===== src/rtl/ubhcs_pipe_8_0_if.sv =====
// Operand/result handshake bundle for the ubhcs_pipe_8_0 subtractor.
// master drives operands and out_ready; slave is the subtractor side.
interface ubhcs_pipe_8_0_if #(
   parameter int W = 9
);
   logic         in_valid;
   logic         in_ready;
   logic [W-1:0] X;
   logic [W-1:0] Y;
   logic         out_valid;
   logic         out_ready;
   logic [W-1:0] D;
   logic         BO;
   logic         OVF;

   modport master (
      output in_valid, X, Y, out_ready,
      input  in_ready, out_valid, D, BO, OVF
   );

   modport slave (
      input  in_valid, X, Y, out_ready,
      output in_ready, out_valid, D, BO, OVF
   );
endinterface


===== src/rtl/ubhcs_pipe_8_0.sv =====
// Two-stage Han-Carlson unsigned subtractor, D = X + ~Y + 1.
// Define UBHCS_OVF_EN to add the registered signed-overflow flag.
module ubhcs_pipe_8_0 #(
   parameter int W = 9
) (
   input logic             clk,
   input logic             rst,
   ubhcs_pipe_8_0_if.slave bus
);
   localparam int CL = $clog2(W);

   logic         v1;
   logic         v2;
   logic         adv1;
   logic         adv2;
   logic [W-1:0] ga;
   logic [W-1:0] pa;
   logic [W-1:0] pz;
   logic [W-1:0] g1;
   logic [W-1:0] p1;
   logic [W-1:0] pz1;
   logic [W-1:0] gb;
   logic [W-1:0] pb;
   logic [W-1:0] gf;
   logic [W-1:0] c;
   logic [W-1:0] dn;
   logic         unused_p0;

   assign adv2         = !v2 || bus.out_ready;
   assign adv1         = v1 && adv2;
   assign bus.in_ready = (!v1 || adv2) && !rst;
   assign bus.out_valid = v2;

   // Carry-in of 1 is folded into bit 0's generate term.
   always_comb begin
      pz    = bus.X ^ ~bus.Y;
      ga    = bus.X & ~bus.Y;
      ga[0] = ga[0] | pz[0];
      pa    = pz;
      for (int k = 0; k < 2; k++) begin
         for (int i = W - 1; i > 0; i--) begin
            if (i % 2 == 1 && i >= (1 << k)) begin
               ga[i] = ga[i] | (pa[i] & ga[i - (1 << k)]);
               pa[i] = pa[i] & pa[i - (1 << k)];
            end
         end
      end
   end

   always_ff @(posedge clk) begin
      if (rst) begin
         v1  <= 1'b0;
         g1  <= '0;
         p1  <= '0;
         pz1 <= '0;
      end else if (bus.in_ready) begin
         v1 <= bus.in_valid;
         if (bus.in_valid) begin
            g1  <= ga;
            p1  <= pa;
            pz1 <= pz;
         end
      end
   end

   always_comb begin
      gb = g1;
      pb = p1;
      for (int k = 2; k < CL; k++) begin
         for (int i = W - 1; i > 0; i--) begin
            if (i % 2 == 1 && i >= (1 << k)) begin
               gb[i] = gb[i] | (pb[i] & gb[i - (1 << k)]);
               pb[i] = pb[i] & pb[i - (1 << k)];
            end
         end
      end
      gf = gb;
      for (int i = 2; i < W; i += 2) begin
         gf[i] = gb[i] | (pb[i] & gb[i - 1]);
      end
      c  = {gf[W-2:0], 1'b1};
      dn = pz1 ^ c;
   end

   assign unused_p0 = pb[0];

   always_ff @(posedge clk) begin
      if (rst) begin
         v2     <= 1'b0;
         bus.D  <= '0;
         bus.BO <= 1'b0;
      end else if (adv2) begin
         v2 <= v1;
         if (adv1) begin
            bus.D  <= dn;
            bus.BO <= ~gf[W-1];
         end
      end
   end

`ifdef UBHCS_OVF_EN
   logic xm1;
   logic ym1;

   always_ff @(posedge clk) begin
      if (rst) begin
         xm1 <= 1'b0;
         ym1 <= 1'b0;
      end else if (bus.in_ready && bus.in_valid) begin
         xm1 <= bus.X[W-1];
         ym1 <= bus.Y[W-1];
      end
   end

   always_ff @(posedge clk) begin
      if (rst) begin
         bus.OVF <= 1'b0;
      end else if (adv1) begin
         bus.OVF <= (xm1 ^ ym1) & (xm1 ^ dn[W-1]);
      end
   end
`else
   assign bus.OVF = 1'b0;
`endif
endmodule


===== src/flat_wrapper.sv =====
// flat-port wrapper written by rule: the top's interface ports become plain ports
module ubhcs_pipe_8_0_flat 
#(
   parameter int W = 9
)
  (clk, rst, bus_in_valid, bus_X, bus_Y, bus_out_ready, bus_in_ready, bus_out_valid, bus_D, bus_BO, bus_OVF);
  ubhcs_pipe_8_0_if #(.W(W)) bus_i ();
  input logic clk;
  input logic rst;
  input wire logic [$bits(bus_i.in_valid)-1:0] bus_in_valid;
  input wire logic [$bits(bus_i.X)-1:0] bus_X;
  input wire logic [$bits(bus_i.Y)-1:0] bus_Y;
  input wire logic [$bits(bus_i.out_ready)-1:0] bus_out_ready;
  output wire logic [$bits(bus_i.in_ready)-1:0] bus_in_ready;
  output wire logic [$bits(bus_i.out_valid)-1:0] bus_out_valid;
  output wire logic [$bits(bus_i.D)-1:0] bus_D;
  output wire logic [$bits(bus_i.BO)-1:0] bus_BO;
  output wire logic [$bits(bus_i.OVF)-1:0] bus_OVF;
  assign bus_i.in_valid = bus_in_valid;
  assign bus_i.X = bus_X;
  assign bus_i.Y = bus_Y;
  assign bus_i.out_ready = bus_out_ready;
  assign bus_in_ready = bus_i.in_ready;
  assign bus_out_valid = bus_i.out_valid;
  assign bus_D = bus_i.D;
  assign bus_BO = bus_i.BO;
  assign bus_OVF = bus_i.OVF;
  ubhcs_pipe_8_0 #(.W(W)) u_core (.clk(clk), .rst(rst), .bus(bus_i));
endmodule

===== config.mk =====
export PLATFORM = sky130hd
export DESIGN_NAME = ubhcs_pipe_8_0_flat
export DESIGN_NICKNAME = d
export VERILOG_FILES = /design/src/rtl/ubhcs_pipe_8_0_if.sv /design/src/rtl/ubhcs_pipe_8_0.sv /design/src/flat_wrapper.sv
export SDC_FILE = /design/constraint.sdc
export NUM_CORES = 1
export LEC_CHECK = 0
export ABC_AREA = 0
export BUFFER_PORTS_ARGS = -buffer_cell sky130_fd_sc_hd__buf_2
export CAP_MARGIN = 20
export CELL_PAD_IN_SITES_DETAIL_PLACEMENT = 1
export CELL_PAD_IN_SITES_GLOBAL_PLACEMENT = 1
export CORE_MARGIN = 1
export CORE_UTILIZATION = 39
export DETAILED_ROUTE_END_ITERATION = 10
export PLACE_DENSITY_LB_ADDON = 0.1
export SLEW_MARGIN = 20
export SYNTH_ARGS = -nofsm -noshare
export SYNTH_HDL_FRONTEND = slang
export SYNTH_SLANG_ARGS = --single-unit

===== constraint.sdc =====
create_clock -name clk -period 1.8 [get_ports clk]
set_input_delay 0.18 -clock clk [delete_from_list [all_inputs] [get_ports clk]]
set_output_delay 0.18 -clock clk [all_outputs]
set_load 0.05 [all_outputs]

### Word level (Yosys, flattened, before mapping)

Cells that the tools add are included.

| word-level totals | value |
|---|---|
| register bits | 39 |
| bits in latches | 0 |
| bits in writable memories | 0 |
| memory bits (read-only) | 0 |
| output and inout port bits | 13 |
| word-level logic and storage cells | 55 |
| memories kept | 0 |

| operators by class | value |
|---|---|
| add/subtract/negate cells | 0 |
| multipliers | 0 |
| divide/modulo/power cells | 0 |
| $lt $le $gt $ge | 0 |
| equality and inequality tests | 0 |
| shift-type cells | 0 |
| mux-type cells | 0 |
| bitwise logic cells | 39 |
| reduce and logical (&&, ||, !) cells | 9 |

Operators with widths:

| cell | number |
|---|---|
| 1-bit bitwise AND | 20 |
| 9-bit bitwise XOR | 2 |
| 1-bit bitwise OR | 14 |
| 9-bit bitwise AND | 1 |
| 9-bit NOT | 1 |
| 2-bit AND reduction | 2 |
| 1-bit logical NOT | 3 |
| 1-bit logical AND | 2 |
| 1-bit logical OR | 2 |
| 1-bit NOT | 1 |

### Longest topological paths before layout

| depth | value |
|---|---|
| depth after elaboration | 7 |
| depth in mapped cells | 5 |

### Worst setup path after synthesis

Ideal clock, no wire load.

| timing path | value |
|---|---|
| path kind | register -> output |
| from | reg u_core.v2, in the netlist u_core.bus.out_valid |
| to | out bus_in_ready |
| data arrival time | 1.505 ns |
| setup slack | 0.115 ns |
| stages on the path, launching flop included | 4 |
| buffers on the path | 1 |
| cells stage by stage | dfxtp_1 and3b_1 buf_6 nor2_1 |

| on the way | value |
|---|---|
| word-level cells in the longest chain between the ends | 4 |

Ends and longest elaborated chain:

| element | RTL line | text |
|---|---|---|
| from (decl) | ubhcs_pipe_8_0.sv:13 | `logic v2;` |
| from (signal assigned) | ubhcs_pipe_8_0.sv:93 | `v2 <= v1;` |
| 1-bit logical NOT | ubhcs_pipe_8_0.sv:29 | `assign adv2 = !v2 \|\| bus.out_ready;` |
| 1-bit logical OR | ubhcs_pipe_8_0.sv:29 |  |
| 1-bit logical OR | ubhcs_pipe_8_0.sv:31 | `assign bus.in_ready = (!v1 \|\| adv2) && !rst;` |
| 1-bit logical AND | ubhcs_pipe_8_0.sv:31 |  |
| to (decl) | flat_wrapper.sv:14 | `output wire logic [$bits(bus_i.in_ready)-1:0] bus_in_ready;` |

No other way between the ends.

### Worst setup path after layout

| timing path | value |
|---|---|
| from | reg u_core.v1 |
| to | out bus_in_ready |

| on the way | value |
|---|---|
| word-level cells in the longest chain between the ends | 3 |

Ends and longest elaborated chain:

| element | RTL line | text |
|---|---|---|
| from (decl) | ubhcs_pipe_8_0.sv:12 | `logic v1;` |
| from (signal assigned) | ubhcs_pipe_8_0.sv:57 | `v1 <= bus.in_valid;` |
| 1-bit logical NOT | ubhcs_pipe_8_0.sv:31 |  |
| 1-bit logical OR | ubhcs_pipe_8_0.sv:31 |  |
| 1-bit logical AND | ubhcs_pipe_8_0.sv:31 |  |

No other way between the ends.

==> metrics.txt <==
CTS tree yes; Layout area overhead 19.3%; post-synth top area share 0.411; DRT iter0 DRCs 36; net count after synthesis 216; placed instance area 1770 sq um; Seq pwr share 0.473; die area 4260 sq um; Tmin final 1600 ps; Internal 0.00121 W; fill count 469; Async SR Flop Fraction 0; Peak supply drop 0.380 mV; Final Skew 3.68 ps; final slew viol count 0; Rows 22; initial core utilization 0.417; Mapped Cells 181; routed wire length 3700 um; main flop type after synthesis dfxtp_1; Ys Warns 0; Pre-Repair DR Iteration Count 4; n_diodes 0; worst path required time 1620 ps; CP Launch Type flip-flop; # Post-CTS Setup Buffers 0; number of remaining DRC errors 0; Clock Root Buffer clkbuf_8; RSZ-0062 raised after global routing false; CTS sink count 32; area of the multi-input gates 825 sq um; DR vias 1,367; Hold Buf Count CTS 0; Synth area leader dfxtp_1; Die Ht 65.3 um; post-cts gate resize count 0; Worst slew margin 0.622; Post-synth EDFFs 0; pwr dens 897 nW/um^2; nets 249; Final GP Congestion 0.771; Synth cell types 31; TNS Setup 0 ps; Core Area 3740 sq um; Critical Path AT 1420 ps; gr ovfl total 0; final hold violation count 0; H-tree depth 2; R2R Setup Slk 330 ps; Avg Cell Area, Syn 8.62 sq um; switching power total 0.000459 W; combinational share of power 0.174; FF+latch count, synth 32; Seq/Total Area, Yosys 0.411; Chip Width 65.3 um; register area 641 sq um; MaxCap Viol Count 0; fin crit share 0.891; top-count cell post-synth dfxtp_1; worst-path fanout max 12; clock latency on the worst-skew pair 280 ps; Hold Path Class input port to flip-flop; endpoint type of the worst setup path output port; Final ANT Viol Nets 0; outcome completed; CTS clk-pin slew, worst paths 60 ps; initial antenna violation count 0; drt wl/cell 14.1 um; Post-Synthesis Cell Area 1560 sq um; number of vias per cell 5.22; Leakage 0.852 nW; hpwl dp 2830 um; final instance area 1860 sq um; pin count of the biggest net entering global routing 26; port bufs 33; layout cells sized above 1 0.229; Fmax achieved 0.624 GHz; vias in the first global route 1,423; Net Sw Frac 0.275; first-pass GRT wire length 6440 um; Num CTS Buffers 5; clock share of power 0.353; clk buf depth 2; Boundary Pins 35; Worst-Margin Slew 566 ps; all-layer global routing usage 0.199; top cells by count, synth dfxtp_1, o21ai_0, a21oi_1; synth top area cells dfxtp_1, ha_1, o21ai_0; Critical Setup Path Class flip-flop to output port; final setup fails 0
==> registers in the layout, indices dropped and copies added (netlist names) <==
name	cells
u_core.pz1	9
u_core.p1	2
u_core.g1	9
u_core.bus.out_valid	1
u_core.bus.D	9
u_core.v1	1
u_core.bus.BO	1
==> stage by stage <==
| stage | total power (W) | std cells | hold WS [ps] | setup WS [ps] | utilization |
|---|---|---|---|---|---|
| finish | 0.00167 | 262 | 148 | 197 | 0.497 |
| global route | 0.00177 | 262 | 162 | 97.3 | 0.497 |
| CTS | 0.00169 | 262 | 146 | 175 | 0.497 |
| detailed placement | 0.00109 | 255 | 437 | 329 | 0.472 |
| global placement | 0.00108 | 255 | 434 | 389 | 0.472 |
| floorplan | 0.00100 | 181 | 301 | 115 | - |
==> critical path, cell delays in order, from the launching register on <==
cell and delay, ps:
dfxtp_1 520, and3b_1 350, nor2_1 60, buf_2 210
==> cells by family after synthesis <==
| logic type | synth area share |
|---|---|
| buf+inv | 0.0609 |
| flops | 0.411 |
| other cells | 0.00240 |
| mux | 0.0353 |
| xor+xnor | 0.00561 |
| compound gates | 0.176 |
| fa+ha+maj | 0.104 |
| simple gates | 0.204 |
==> power groups by stage <==
stage | logic [W] | registers [W] | clock network [W]
6_report | 0.000291 | 0.000790 | 0.000590
5_1_grt | 0.000325 | 0.000795 | 0.000647
4_1_cts | 0.000293 | 0.000789 | 0.000609
3_5_place_dp | 0.000289 | 0.000805 | 0
3_3_place_gp | 0.000282 | 0.000802 | 0
2_1_floorplan | 0.000157 | 0.000845 | 0
==> per-layer routing <==
| metal | global-route usage | part of all wire |
|---|---|---|
| met1 | 0.249 | 0.48 |
| met5 | 0 | 0 |
| met2 | 0.317 | 0.45 |
| met3 | 0.0434 | 0.042 |
| met4 | 0.103 | 0.028 |
==> layout make-up <==
type | count | share of cell area
well taps | 48 | 0.0323
inverters | 10 | 0.0202
multi-input cells | 127 | 0.443
flip-flops and latches | 32 | 0.344
clock buffers | 7 | 0.0517
repair buffers | 38 | 0.109
==> cells in the final DEF, fill, tap and decap left out, types with 4 or more instances in the layout <==
cell	count
nor2b_1	7
nand2b_1	13
or3_1	4
clkbuf_8	7
mux2_2	4
inv_1	10
o21ai_0	25
buf_4	5
a21oi_1	19
nor2_1	4
buf_2	33
ha_1	13
nand2_1	4
dfxtp_1	32
nand3_1	14
==> path summary, 6_finish.rpt <==
check / startpoint / to / depth (start not counted)
max reg2reg: u_core.v1 / u_core.p1[7] / 3
min: bus_in_valid / u_core.v1 / 3
max: u_core.v1 / bus_in_ready / 3
min reg2reg: u_core.bus.BO / u_core.bus.BO / 2
No activity file was read; power rests on OpenSTA's default activity.
